<file path="src/rtl/data_memory_arbiter_pkg.sv">
// Shared definitions for the data_memory arbiter: owner FSM encodings and
// small helpers used by the grant and state logic.
package data_memory_arbiter_pkg;

    localparam logic [1:0] ST_IDLE = 2'd0;
    localparam logic [1:0] ST_OWN0 = 2'd1;
    localparam logic [1:0] ST_OWN1 = 2'd2;

    // Owner state that corresponds to a granted port index.
    function automatic logic [1:0] owner_of(input logic port);
        logic [1:0] st;
        if (port) begin
            st = ST_OWN1;
        end else begin
            st = ST_OWN0;
        end
        return st;
    endfunction

endpackage

</file>
<file path="src/rtl/data_memory_arbiter.sv">
// Two-port round-robin arbiter in front of a single-port data_memory.
// Grants at most one request per cycle, bounds owner bursts, registers responses.
module data_memory_arbiter
    import data_memory_arbiter_pkg::*;
#(
    parameter int ADDR_WIDTH = 6,
    parameter int DATA_WIDTH = 64,
    parameter int MAX_BURST  = 4
) (
    input  logic                  clk,
    input  logic                  rst_n,

    input  logic                  req0_valid,
    output logic                  req0_ready,
    input  logic                  req0_we,
    input  logic [ADDR_WIDTH-1:0] req0_addr,
    input  logic [DATA_WIDTH-1:0] req0_wdata,
    output logic                  rsp0_valid,
    output logic [DATA_WIDTH-1:0] rsp0_rdata,

    input  logic                  req1_valid,
    output logic                  req1_ready,
    input  logic                  req1_we,
    input  logic [ADDR_WIDTH-1:0] req1_addr,
    input  logic [DATA_WIDTH-1:0] req1_wdata,
    output logic                  rsp1_valid,
    output logic [DATA_WIDTH-1:0] rsp1_rdata,

    output logic [ADDR_WIDTH-1:0] mem_address,
    output logic [DATA_WIDTH-1:0] mem_write_data,
    output logic                  mem_read,
    output logic                  mem_write,
    input  logic [DATA_WIDTH-1:0] mem_read_data
);

    localparam int              BW        = $clog2(MAX_BURST + 1);
    localparam logic [BW-1:0]   BURST_MAX = BW'(MAX_BURST);
    localparam logic [BW-1:0]   BURST_ONE = BW'(1);

    logic [1:0]            owner_r;
    logic [BW-1:0]         burst_cnt_r;
    logic                  rr_last_r;

    logic                  burst_full_s;
    logic                  gnt_raw_s;
    logic                  gnt_port_s;
    logic                  accept_s;
    logic                  sel_we_s;
    logic [ADDR_WIDTH-1:0] sel_addr_s;
    logic [DATA_WIDTH-1:0] sel_wdata_s;
    logic [BW-1:0]         burst_next_s;

    function automatic logic [BW-1:0] sat_inc(input logic [BW-1:0] cnt);
        logic [BW-1:0] nxt;
        if (cnt >= BURST_MAX) begin
            nxt = BURST_MAX;
        end else begin
            nxt = cnt + BURST_ONE;
        end
        return nxt;
    endfunction

    assign burst_full_s = (burst_cnt_r == BURST_MAX);

    // Grant selection: owner keeps the port until its burst is spent and the other port waits.
    always_comb begin
        gnt_raw_s  = 1'b0;
        gnt_port_s = 1'b0;
        case (owner_r)
            ST_OWN0: begin
                if (req0_valid && !(req1_valid && burst_full_s)) begin
                    gnt_raw_s  = 1'b1;
                    gnt_port_s = 1'b0;
                end else if (req1_valid) begin
                    gnt_raw_s  = 1'b1;
                    gnt_port_s = 1'b1;
                end else begin
                    gnt_raw_s  = 1'b0;
                    gnt_port_s = 1'b0;
                end
            end
            ST_OWN1: begin
                if (req1_valid && !(req0_valid && burst_full_s)) begin
                    gnt_raw_s  = 1'b1;
                    gnt_port_s = 1'b1;
                end else if (req0_valid) begin
                    gnt_raw_s  = 1'b1;
                    gnt_port_s = 1'b0;
                end else begin
                    gnt_raw_s  = 1'b0;
                    gnt_port_s = 1'b0;
                end
            end
            default: begin
                // IDLE (and any illegal encoding): ties go to the port not served last.
                if (req0_valid && req1_valid) begin
                    gnt_raw_s  = 1'b1;
                    gnt_port_s = ~rr_last_r;
                end else if (req0_valid) begin
                    gnt_raw_s  = 1'b1;
                    gnt_port_s = 1'b0;
                end else if (req1_valid) begin
                    gnt_raw_s  = 1'b1;
                    gnt_port_s = 1'b1;
                end else begin
                    gnt_raw_s  = 1'b0;
                    gnt_port_s = 1'b0;
                end
            end
        endcase
    end

    // Suppress all accepts while reset is held so the memory cannot be written.
    always_comb begin
        if (!rst_n) begin
            accept_s = 1'b0;
        end else begin
            accept_s = gnt_raw_s;
        end
    end

    // Request mux feeding the memory.
    always_comb begin
        if (gnt_port_s) begin
            sel_we_s    = req1_we;
            sel_addr_s  = req1_addr;
            sel_wdata_s = req1_wdata;
        end else begin
            sel_we_s    = req0_we;
            sel_addr_s  = req0_addr;
            sel_wdata_s = req0_wdata;
        end
    end

    // Memory drive and ready handshake; everything is zero when nothing is accepted.
    always_comb begin
        if (accept_s) begin
            mem_address    = sel_addr_s;
            mem_write_data = sel_wdata_s;
            mem_write      = sel_we_s;
            mem_read       = ~sel_we_s;
            req0_ready     = ~gnt_port_s;
            req1_ready     = gnt_port_s;
        end else begin
            mem_address    = {ADDR_WIDTH{1'b0}};
            mem_write_data = {DATA_WIDTH{1'b0}};
            mem_write      = 1'b0;
            mem_read       = 1'b0;
            req0_ready     = 1'b0;
            req1_ready     = 1'b0;
        end
    end

    // Burst count continues only when the current owner is granted again.
    always_comb begin
        if (owner_r == owner_of(gnt_port_s)) begin
            burst_next_s = sat_inc(burst_cnt_r);
        end else begin
            burst_next_s = BURST_ONE;
        end
    end

    // Owner FSM, burst counter and round-robin pointer.
    always_ff @(posedge clk or negedge rst_n) begin
        if (!rst_n) begin
            owner_r     <= ST_IDLE;
            burst_cnt_r <= {BW{1'b0}};
            rr_last_r   <= 1'b1;
        end else if (accept_s) begin
            owner_r     <= owner_of(gnt_port_s);
            burst_cnt_r <= burst_next_s;
            rr_last_r   <= gnt_port_s;
        end else begin
            owner_r     <= ST_IDLE;
            burst_cnt_r <= {BW{1'b0}};
            rr_last_r   <= rr_last_r;
        end
    end

    // Response pulses and read data capture, one cycle after accept.
    always_ff @(posedge clk or negedge rst_n) begin
        if (!rst_n) begin
            rsp0_valid <= 1'b0;
            rsp1_valid <= 1'b0;
            rsp0_rdata <= {DATA_WIDTH{1'b0}};
            rsp1_rdata <= {DATA_WIDTH{1'b0}};
        end else begin
            rsp0_valid <= accept_s & ~gnt_port_s;
            rsp1_valid <= accept_s & gnt_port_s;
            if (accept_s && !sel_we_s && !gnt_port_s) begin
                rsp0_rdata <= mem_read_data;
            end else begin
                rsp0_rdata <= rsp0_rdata;
            end
            if (accept_s && !sel_we_s && gnt_port_s) begin
                rsp1_rdata <= mem_read_data;
            end else begin
                rsp1_rdata <= rsp1_rdata;
            end
        end
    end

endmodule
</file>
<file path="config.mk">
export PLATFORM = sky130hd
export DESIGN_NAME = data_memory_arbiter
export DESIGN_NICKNAME = d
export VERILOG_FILES = /design/src/rtl/data_memory_arbiter_pkg.sv /design/src/rtl/data_memory_arbiter.sv
export SDC_FILE = /design/constraint.sdc
export NUM_CORES = 1
export LEC_CHECK = 0
export CORE_AREA = 2 2 163 165
export DETAILED_ROUTE_END_ITERATION = 6
export DIE_AREA = 0 0 165 167
export PLACE_DENSITY = 0.59
export SLEW_MARGIN = 20
export SYNTH_ARGS = -nofsm -noshare
export SYNTH_HDL_FRONTEND = slang
export SYNTH_SLANG_ARGS = --single-unit
</file>
<file path="constraint.sdc">
create_clock -name clk -period 2.7 [get_ports clk]
set_input_delay 0.54 -clock clk [delete_from_list [all_inputs] [get_ports clk]]
set_output_delay 0.54 -clock clk [all_outputs]
set_load 0.005 [all_outputs]
</file>
; Word level (Yosys, flattened, before mapping)
; Cells that the tools add are included.
[word_totals]
regBits = 136
inputBits = 210
word_cells = 57
[classes]
reduce_logical = 12
muxes = 27
eq_ne = 4
n_bitwise = 5
order_cmp = 1
addsub = 1
[op_table]
columns = operator, n
row1 = two-way mux 64 bit, 2
row2 = two-way mux 1 bit, 16
row3 = two-way mux 6 bit, 2
row4 = two-way mux 3 bit, 3
row5 = logical AND 1 bit, 8
row6 = zero test 1 bit, 4
row7 = two-way mux 2 bit, 2
row8 = one-hot mux 1 bit (2 select lines), 2
row9 = "adder 3 x 1 -> 3 bit, second input constant", 1
row10 = "equality test 3 bit, second input constant", 1
row11 = ">= comparator 3 bit, second input constant", 1
row12 = NOT 1 bit, 3
row13 = bitwise AND 1 bit, 2
row14 = "equality test 2 x 1 -> 1 bit, second input constant", 1
row15 = equality test 2 bit, 1
row16 = "equality test 2 bit, second input constant", 1

; Longest topological paths before layout
; Gate-level depths: netlist of the first run.
[logic_depth]
word_depth = 10
depth_mapped = 8

; Worst setup path before layout of the first run
; Ideal clock, no wire load.
[synth_path]
path_type = register -> output
from = register owner_r[0]
to = output port mem_address[0]
t_arrival_ps = 1916
path_slack_ps = 244
stages_incl_launch_ff = 8
n_path_buf = 1
cell_sequence = dfrtp_1 > inv_1 > ha_1 > a21boi_0 > o21ai_1 > clkbuf_1 > nand3_1 > a21oi_1
[synth_via]
elab_chain_cells = 4
word_cells_on_any_way = 7
classes_between = eq/ne: 2 / mux: 5
[synth_lines]
columns = item, line
row1 = start: declaration, data_memory_arbiter.sv:40  ; logic [1:0] owner_r;
row2 = start signal: assignment, data_memory_arbiter.sv:170  ; owner_r <= owner_of(gnt_port_s);
row3 = equality test 2 bit or equality test 2 x 1 -> 1 bit (tied branches), data_memory_arbiter.sv:69  ; case (owner_r)
row4 = one-hot mux 1 bit (2 select lines), data_memory_arbiter.sv:69
row5 = two-way mux 6 bit or two-way mux 1 bit (tied branches), "data_memory_arbiter.sv:124, data_memory_arbiter.sv:115"
row6 = two-way mux 6 bit *, data_memory_arbiter.sv:137  ; if (accept_s) begin
row7 = end: declaration, data_memory_arbiter.sv:29  ; output logic [ADDR_WIDTH-1:0] mem_address,
; Mark *: on every way between the ends. The rest lies on a longest branch, timed or not.

; Worst setup path in the final report of the first run
[layout_path]
from = input port req0_valid
to = output port mem_write_data[39]
[layout_via]
elab_chain_cells = 7
word_cells_on_any_way = 19
classes_between = mux: 14 / reduce/logical: 5
[layout_lines]
columns = item, line
row1 = start: declaration, data_memory_arbiter.sv:13  ; input logic req0_valid,
row2 = logical AND 1 bit, data_memory_arbiter.sv:83  ; if (req1_valid && !(req0_valid && burst_full_s)) begin
row3 = zero test 1 bit, data_memory_arbiter.sv:83
row4 = logical AND 1 bit, data_memory_arbiter.sv:83
row5 = two-way mux 1 bit, data_memory_arbiter.sv:83
row6 = one-hot mux 1 bit (2 select lines), data_memory_arbiter.sv:69
row7 = two-way mux 64 bit or two-way mux 1 bit (tied branches), "data_memory_arbiter.sv:124, data_memory_arbiter.sv:115"
row8 = two-way mux 64 bit *, data_memory_arbiter.sv:137
row9 = end: declaration, data_memory_arbiter.sv:30  ; output logic [DATA_WIDTH-1:0] mem_write_data,
; Marks and branches as above.

==> run summary, run 1 <==
STA
--------------------------------------------------------------------------------
Final setup vio count                                                        137
Maximum clock rate                                                       334 MHz
Final critical-path setup slack                                          -298 ps
RSZ-0062 raised after global routing                                         yes
Final min period                                                         3000 ps
Final Hold Fails                                                               0
Slew of the pin with the lowest slew margin                               776 ps
Pins over their slew limit                                                     0
Max-Slew Margin vs Limit                                                   0.483
Share of the clock period used by the worst path after layout               1.11
Final clock skew                                                         10.2 ps

CRITICAL PATH
--------------------------------------------------------------------------------
Setup slack of the worst register-to-register path                       -140 ps
Worst reg2reg startpoint                                            owner_r[1]$_DFF_PN0_
Crit-path max cell delay                                                  580 ps
Count of buffer and inverter cells on the critical path                        7
Required @ worst endpoint                                                2160 ps
CP max-delay cell                                                   clkdlybuf4s50_1
Endpoint kind of the worst setup timing path                          output pin
Crit-path max FO                                                               4
Crit-path leading delay family                                      buffers and inverters
Endpoint of the worst register-to-register path                     rsp1_rdata[14]$_DFFE_PN0P_
Worst path arrival time                                                  2460 ps
Series of cell instances along the critical path                    clkdlybuf4s50_1 -> o21ba_4 -> o21ai_4 -> buf_12 -> buf_8 -> buf_8 -> buf_12 -> buf_16 -> nand3_2 -> a21oi_2 -> buf_2
Crit Path Class                                                     primary input to output pin
Element type at the critical path start                             primary input
Worst r2r path cells                                                          13

FINISH
--------------------------------------------------------------------------------
Post-layout net count                                                       1297
Area of the multi-input gates                                           4240 µm²
Area growth from synthesis to layout                                        119%
Register cell area after layout                                         3350 µm²
Core occupancy in the finished layout                                      0.563
Share of cells above drive strength 1                                      0.495
Count of filler cells inserted in the layout                                2096

PWR
--------------------------------------------------------------------------------
Clk pwr share                                                              0.246
Internal                                                                 6.85 mW
Switching power                                                          2.71 mW
Static power due to leakage                                              6.32 nW
Share of total power consumed by net switching                             0.284
Highest ir drop seen on vdd                                             0.402 mV
Combinational share of power                                               0.440
Power density over cell area                                          660 nW/µm²
Sequential power share                                                     0.313

YOSYS
--------------------------------------------------------------------------------
Cell accounting for the most synthesized area                            dfrtp_1
Count of different cell masters after synthesis                               28
Commonest cells in the synthesized netlist                          dfrtp_1, a21oi_1, o21ai_0, nand3_1, mux2_2
Top cells by area, synth                                            dfrtp_1, mux2_4, mux2_2, a21oi_1, o21ai_0
Most common flop cell mapped by yosys                                    dfrtp_1
Share of synthesized flip-flops with an asynchronous set or reset           1.00
Top cell type's share of synthesized area                                  0.503
Proportion of synthesized chip area in sequential cells                    0.507
Number of warnings reported in the yosys synthesis log                         0
Most frequently used cell type in the post-synthesis netlist             dfrtp_1
Register bit count reported by yosys                                         134
Area of the mapped netlist                                              6610 µm²
Synthesized net count                                                        779
Cells after Synth                                                            565
Number of enable-type register cells in the synthesized netlist                0
Mean instance size in the synthesized netlist                           11.7 µm²

GRT
--------------------------------------------------------------------------------
Total global-route track usage                                             0.219
Pin count of the biggest net entering global routing                          70
Number of antenna violations at the first check in global routing             13
Global-route wire length before repair                                   45.0 mm
Residual overflow from global routing                                          0
Vias in the first global route                                              7253

FLOORPLAN
--------------------------------------------------------------------------------
Initial core utilization                                                   0.257
Chip Height                                                               167 µm
Die Footprint                                                          27600 µm²
# IOs                                                                        414
Standard-cell row count                                                       59
Overall die width                                                         165 µm
Core area                                                              25800 µm²

CLOCK NETWORK
--------------------------------------------------------------------------------
Depth of the CTS H-tree                                                        4
Clk sink count                                                               134
Reg clk slew, reported paths                                               60 ps
Maximum number of buffers from clock root to sink                              2
TritonCTS buffer count                                                        17
Clk Tree Root Cell                                                     clkbuf_16
CTS tree                                                                    done
Clock network latency to the later pin of the worst-skew pair             410 ps

HOLD PATH
--------------------------------------------------------------------------------
Launch point of the worst hold path                                 rsp1_rdata[13]$_DFFE_PN0P_
Worst hold-check path type                                          register to register
Worst hold path depth                                                          1
Worst Hold Endpoint                                                 rsp1_rdata[13]$_DFFE_PN0P_

STATUS
--------------------------------------------------------------------------------
Violations in the final reports                                     negative setup slack
Result of the run                                                   finished with violations

PLACE
--------------------------------------------------------------------------------
Routability congestion estimate                                            0.962
Count of input and output buffers                                            413
Setup Slack @ Placement                                                  -595 ps
HPWL after detailed placement                                            22.0 mm

ROUTE
--------------------------------------------------------------------------------
Wirelength, routed                                                       33.8 mm
Via density per instance                                                    4.94
First-pass DRT Iterations                                                      4
Detailed-route via count                                                    7127
Violation count after the first detailed-route iteration                     394
Total DRC errors in the routed layout                                          0
Antenna Violating Nets Remaining                                               0
Mean routed wirelength per cell                                          23.4 µm

FLOW RUN
--------------------------------------------------------------------------------
Max-cap check violation count                                                  0

placed cells by master (no fill, tap or decap), types with 2 or more instances in the layout:
cell type	n
nand3_2	38
o21a_4	3
o21ai_2	18
clkdlybuf4s50_1	338
mux2_2	6
buf_4	44
buf_16	12
clkbuf_16	32
inv_6	6
clkinvlp_4	4
mux2_4	122
bufinv_16	2
dfrtp_1	133
inv_8	2
o21ai_4	7
clkdlybuf4s15_2	2
buf_2	71
inv_1	3
and3_4	2
o21ai_1	30
diode_2	13
o21ai_0	21
buf_8	13
inv_2	2
a21oi_1	8
nor2_1	3
a21oi_2	65
ha_4	2
nor2_4	3
nand3_4	26
buf_12	27
buf_6	26
nand3_1	7
ha_1	2
metal layers:
layer	track usage	vias up	share of wire
met5	0	-	0.00033
met3	0.0715	96	0.078
met1	0.234	3508	0.36
met4	0.127	2	0.057
met2	0.376	393	0.50
li1	-	3128	-
power by group through the flow:
stage | combinational [mW] | sequential (mW) | clock (mW)
2_1_floorplan | 1.05 | 3.03 | 0
3_3_place_gp | 3.29 | 2.98 | 0
3_5_place_dp | 3.31 | 3.01 | 0
4_1_cts | 3.74 | 2.98 | 2.43
5_1_grt | 4.44 | 3.08 | 2.54
6_report | 4.21 | 3.00 | 2.36
metrics by stage:
stage          setup TNS [ps]  total power [mW]  instance area [µm²]  cells  hold slack [ps]
2_1_floorplan               0              4.08                 6610    565              244
3_3_place_gp           -51160              6.27                11600   1321              362
3_5_place_dp           -53840              6.32                11600   1321              359
4_1_cts                -13010              9.15                13200   1394              493
5_1_grt                -31810              10.1                14500   1442              516
6_report               -19870              9.56                14500   1444              503
registers in the layout, summed over array words and instances, names as in the netlist:
name / cells
rsp1_rdata: 64
burst_cnt_r: 3
owner_r: 2
rr_last_r: 1
rsp0_rdata: 64
timing repair:
item	in CTS	in global routing
hold endpoints to repair	5	0
resized for setup	502	189
pin swaps	66	75
cloned	13	17
endpoints found under the setup margin	74	215
hold buffers	1	0
setup buffers	27	24
worst max-delay path by stage:
stage                                    start                 end  slack [ps]  cells after the start
after floorplan           owner_r[0]$_DFF_PN0_      mem_address[0]         240                      7
after global placement              req0_valid  mem_write_data[36]        -590                      7
after detailed placement            req0_valid  mem_write_data[32]        -600                      7
after CTS                 owner_r[0]$_DFF_PN0_  mem_write_data[42]        -270                     13
after global routing      owner_r[1]$_DFF_PN0_  mem_write_data[39]        -390                     12
final                               req0_valid  mem_write_data[39]        -300                     11
layout make-up:
type | count | area share
multi-input combinational | 376 | 0.293
timing repair buffer | 549 | 0.403
tap | 335 | 0.0289
clock buffer | 18 | 0.0296
inverter | 5 | 0.00129
clock inverter | 14 | 0.0114
antenna | 13 | 0.00224
sequential | 134 | 0.231
cell families (layout without fill, tap and decap cells):
logic type	Yosys count	count (layout)	synth area share
simple gates	84	84	0.0632
other cells	0	13	0
fa+ha+maj	4	4	0.00757
flops	134	134	0.507
compound gates	159	160	0.127
mux	128	128	0.252
buf+inv	56	586	0.0426
Note: power is estimated with default switching activity, not from simulation.
==> run 2: changes to the inputs <==
ABC_AREA = 1   (was default)
CAP_MARGIN = 5   (was default)
CORE_AREA = 2 2 161 163   (was 2 2 163 165)
DIE_AREA = 0 0 163 165   (was 0 0 165 167)
PLACE_DENSITY = 0.65   (was 0.59)
==> run 2 against run 1 <==
Against the previous run:
- sequential power grew 18%
- non-clock buffer count down 52
- sequential share of layout area increased by 3.5 points
- combinational power is 45% higher
- maximum frequency up 4.9%
- area after synthesis shrank 3.0%
- synthesized cell count grew 50%
- the flow still finishes with violations (negative setup slack)
==> run summary, run 2 <==
CRITICAL PATH
-------------------------------------------------------------------------------------
Count of buffer and inverter cells on the critical path                             8   +1
Required @ worst endpoint                                                     2160 ps   about the same
Series of cell instances along the critical path                         buf_6 -> ha_4 -> nand2_2 -> inv_2 -> nand2_4 -> nand3_4 -> nand2_4 -> nor2_4 -> buf_6 -> buf_12 -> buf_16 -> buf_8 -> buf_6 -> nand2_2 -> nand2_1 -> buf_2
Crit-path max FO                                                                    5   +1
Crit-path leading delay family                                           buffers and inverters
CP max-delay cell                                                             dfrtp_1
Startpoint of the worst setup timing path                                owner_r[1]$_DFF_PN0_
Crit Path Class                                                          register to output pin
Worst reg2reg startpoint                                                 owner_r[1]$_DFF_PN0_
Crit-path max cell delay                                                       410 ps   -170 ps
Cell with the most instances on the worst path                                  buf_6
Endpoint kind of the worst setup timing path                               output pin
Worst path arrival time                                                       2320 ps   -140 ps
Element type at the critical path start                                      register

FINISH
-------------------------------------------------------------------------------------
Area growth from synthesis to layout                                            96.7%
Share of cells above drive strength 1                                           0.231   -0.264
Post-layout net count                                                            1516   +17%
Registers with the most flip-flops                                       rsp0_rdata x64, rsp1_rdata x64, burst_cnt_r x3
Count of filler cells inserted in the layout                                     2324   +11%
Commonest cells after routing, fill and taps aside                       nand2_1, clkdlybuf4s50_1, dfrtp_1, nand3_1, nand4_1
Most common library cell in the layout ignoring fill and taps                 nand2_1

FLOORPLAN
-------------------------------------------------------------------------------------
Chip Height                                                                    165 µm   -1.2%
Standard-cell row count                                                            58   -1.7%
Core area                                                                   25000 µm²   -2.8%
# IOs                                                                             414   unchanged
Initial core utilization                                                        0.256   -0.000595
Overall die width                                                              163 µm   -1.2%
Die Footprint                                                               26900 µm²   -2.4%

STA
-------------------------------------------------------------------------------------
Pins over their slew limit                                                          0   unchanged
Final min period                                                              2860 ps   -141 ps
RSZ-0062 raised after global routing                                              yes
Slew of the pin with the lowest slew margin                                    908 ps   +132 ps
Maximum clock rate                                                            350 MHz   +4.9%
Final setup vio count                                                              65   -53%
Share of the clock period used by the worst path after layout                    1.06   -0.0523
Max-Slew Margin vs Limit                                                        0.395   -0.0880
Final critical-path setup slack                                               -157 ps   +141 ps
Final clock skew                                                              11.8 ps   +1.64 ps
Final Hold Fails                                                                    0   unchanged

PWR
-------------------------------------------------------------------------------------
Combinational share of power                                                    0.506   +0.066
Power density over cell area                                               959 nW/µm²   +45%
Highest ir drop seen on vdd                                                  0.422 mV   +4.8%
Power Total                                                                   12.1 mW   +26%
Share of total power consumed by net switching                                  0.345   +0.0613
Internal                                                                      7.92 mW   +16%
Static power due to leakage                                                   6.26 nW   -0.85%
Clk pwr share                                                                   0.202   -0.044
Switching power                                                               4.17 mW   +54%
Sequential power share                                                          0.292   -0.021

YOSYS
-------------------------------------------------------------------------------------
Count of different cell masters after synthesis                                    20   -29%
Post-synthesis share of cell area spent on and, or, nand and nor gates          0.411   +0.348
Mean instance size in the synthesized netlist                                7.56 µm²   -35%
Synthesized net count                                                            1062   +36%
Share of the synthesized area in compound gates (AO/OA/AOI/OAI)               0.00234   -0.125
Top cell type's share of synthesized area                                       0.519   +0.0158
Area share of fa/ha/maj cells after synthesis                                 0.00781   +0.000238
Number of warnings reported in the yosys synthesis log                              0   unchanged
Most common flop cell mapped by yosys                                         dfrtp_1
Cells after Synth                                                                 848   +50%
Share of synthesized flip-flops with an asynchronous set or reset                1.00   unchanged
Area of the mapped netlist                                                   6410 µm²   -3.0%
Number of enable-type register cells in the synthesized netlist                     0   unchanged
Cell accounting for the most synthesized area                                 dfrtp_1
Most frequently used cell type in the post-synthesis netlist                  nand2_1
Parity-gate share of the synthesized area counting xor and xnor cells               0   unchanged
Register bit count reported by yosys                                              134   unchanged
Commonest cells in the synthesized netlist                               nand2_1, dfrtp_1, nand3_1, nand4_1, buf_2
Top cells by area, synth                                                 dfrtp_1, nand2_1, nand4_1, nand3_1, buf_2
Dominant combinational cell family by area after synthesis               simple AND/OR/NAND/NOR gates
Fraction of synthesized area in multiplexers                                        0   -0.252
Proportion of synthesized chip area in sequential cells                         0.523   +0.0159

FLOW RUN
-------------------------------------------------------------------------------------
Max-cap check violation count                                                       0   unchanged

PLACE
-------------------------------------------------------------------------------------
Count of input and output buffers                                                 413   unchanged
Setup Slack @ Placement                                                       -478 ps   +117 ps
Routability congestion estimate                                                 0.886   -7.9%
HPWL after detailed placement                                                 21.5 mm   -2.2%

ROUTE
-------------------------------------------------------------------------------------
Violation count after the first detailed-route iteration                          481   +22%
First-pass DRT Iterations                                                           5   +1
Wirelength, routed                                                            32.2 mm   -4.5%
Mean routed wirelength per cell                                               19.5 µm   -17%
Total DRC errors in the routed layout                                               0   unchanged
Antenna Violating Nets Remaining                                                    0   unchanged
Via density per instance                                                         4.71   -4.6%
Detailed-route via count                                                         7780   +9.2%

STATUS
-------------------------------------------------------------------------------------
Result of the run                                                        finished with violations
Violations in the final reports                                          negative setup slack

CLOCK NETWORK
-------------------------------------------------------------------------------------
Reg clk slew, reported paths                                                    60 ps   about the same
CTS tree                                                                         done
Clk Tree Root Cell                                                          clkbuf_16
Depth of the CTS H-tree                                                             4   unchanged
Clk sink count                                                                    134   unchanged
Maximum number of buffers from clock root to sink                                   2   unchanged
TritonCTS buffer count                                                             17   unchanged
Clock network latency to the later pin of the worst-skew pair                  420 ps   about the same

GRT
-------------------------------------------------------------------------------------
Number of antenna violations at the first check in global routing                   8   -5
Total global-route track usage                                                  0.234   +0.0146
Residual overflow from global routing                                               0   unchanged
Pin count of the biggest net entering global routing                              135   +93%
Vias in the first global route                                                   7862   +8.4%
Global-route wire length before repair                                        47.0 mm   +4.4%

HOLD PATH
-------------------------------------------------------------------------------------
Worst hold-check path type                                               primary input to asynchronous set/reset pin

run 2: through the flow:
| stage | area (µm²) | hold WS [ps] | cells | TNS [ps] | util |
|---|---|---|---|---|---|
| detailed placement | 10900 | 457 | 1549 | -33630 | 0.434 |
| floorplan | 6410 | 244 | 848 | 0 | - |
| global placement | 10900 | 453 | 1549 | -29120 | 0.434 |
| global route | 12600 | 324 | 1652 | -10410 | 0.504 |
| finish | 12600 | 271 | 1652 | -4480 | 0.504 |
| CTS | 12300 | 329 | 1643 | -9070 | 0.492 |
run 2: final timing paths:
path,to,slack [ps],depth (start not counted)
worst min register to register,rsp0_rdata[0]$_DFFE_PN0P_,470,2
min in group clk,rsp0_rdata[0]$_DFFE_PN0P_,470,2
max in group asynchronous,rsp0_rdata[58]$_DFFE_PN0P_,1830,2
worst max-delay path,mem_write_data[8],-160,16
worst max register to register,burst_cnt_r[0]$_DFF_PN0_,90,21
worst min-delay path,rsp0_rdata[16]$_DFFE_PN0P_,270,2
run 2: area by class of cell:
type	count	area, µm²	share of cell area
flip-flops and latches	134	3360	0.266
clock buffers	19	443	0.0351
repair buffers	497	4940	0.392
clock inverters	13	173	0.0137
well taps	330	413	0.0328
inverters	14	62.6	0.00496
multi-input cells	638	3200	0.254
diodes	7	17.5	0.00139
run 2: timing repair:
item                       CTS  global route
pin swaps                   20            33
gates resized for setup    362           124
cloned                       9             3
buffers inserted            54            12
setup endpoints to repair   74           123
hold buffers                 0             0
run 2: worst register-to-register path: stages, from the launching register on:
cell and delay (ps):
dfrtp_1 400, inv_2 80, buf_6 110, buf_4 130, buf_6 110, buf_4 120
buf_6 110, buf_4 120, buf_4 120, buf_4 120, buf_4 120, buf_4 120
buf_4 120, buf_4 120, buf_4 120, buf_6 110, nor2_4 100, inv_2 50
nand3_2 80, nand3_2 60, nand2_1 60, inv_1 40
run 2: logic make-up (layout without fill, tap and decap cells):
kind of cell             Yosys count  in the layout
AND/OR/NAND/NOR                  631            631
flip-flops                       134            134
buffers and inverters             76            543
adder cells (fa/ha/maj)            4              4
AO/OA/AOI/OAI                      3              3
other                              0              7
run 2: layer usage:
| metal | global-route usage | part of all wire | wire, µm | vias to the layer above |
|---|---|---|---|---|
| li1 | - | - | - | 3626 |
| met1 | 0.251 | 0.36 | 11600 | 3730 |
| met2 | 0.417 | 0.52 | 16600 | 343 |
| met3 | 0.0618 | 0.069 | 2240 | 81 |
| met4 | 0.134 | 0.055 | 1780 | 0 |
| met5 | 0 | 0 | 0 | - |
run 2: power by group through the flow:
stage / sequential [mW] / combinational (mW) / clock (mW)
floorplan: 3.60 / 1.67 / 0
global placement: 3.51 / 5.26 / 0
detailed placement: 3.55 / 5.30 / 0
CTS: 3.53 / 5.98 / 2.50
global route: 3.64 / 6.63 / 2.59
finish: 3.53 / 6.12 / 2.44
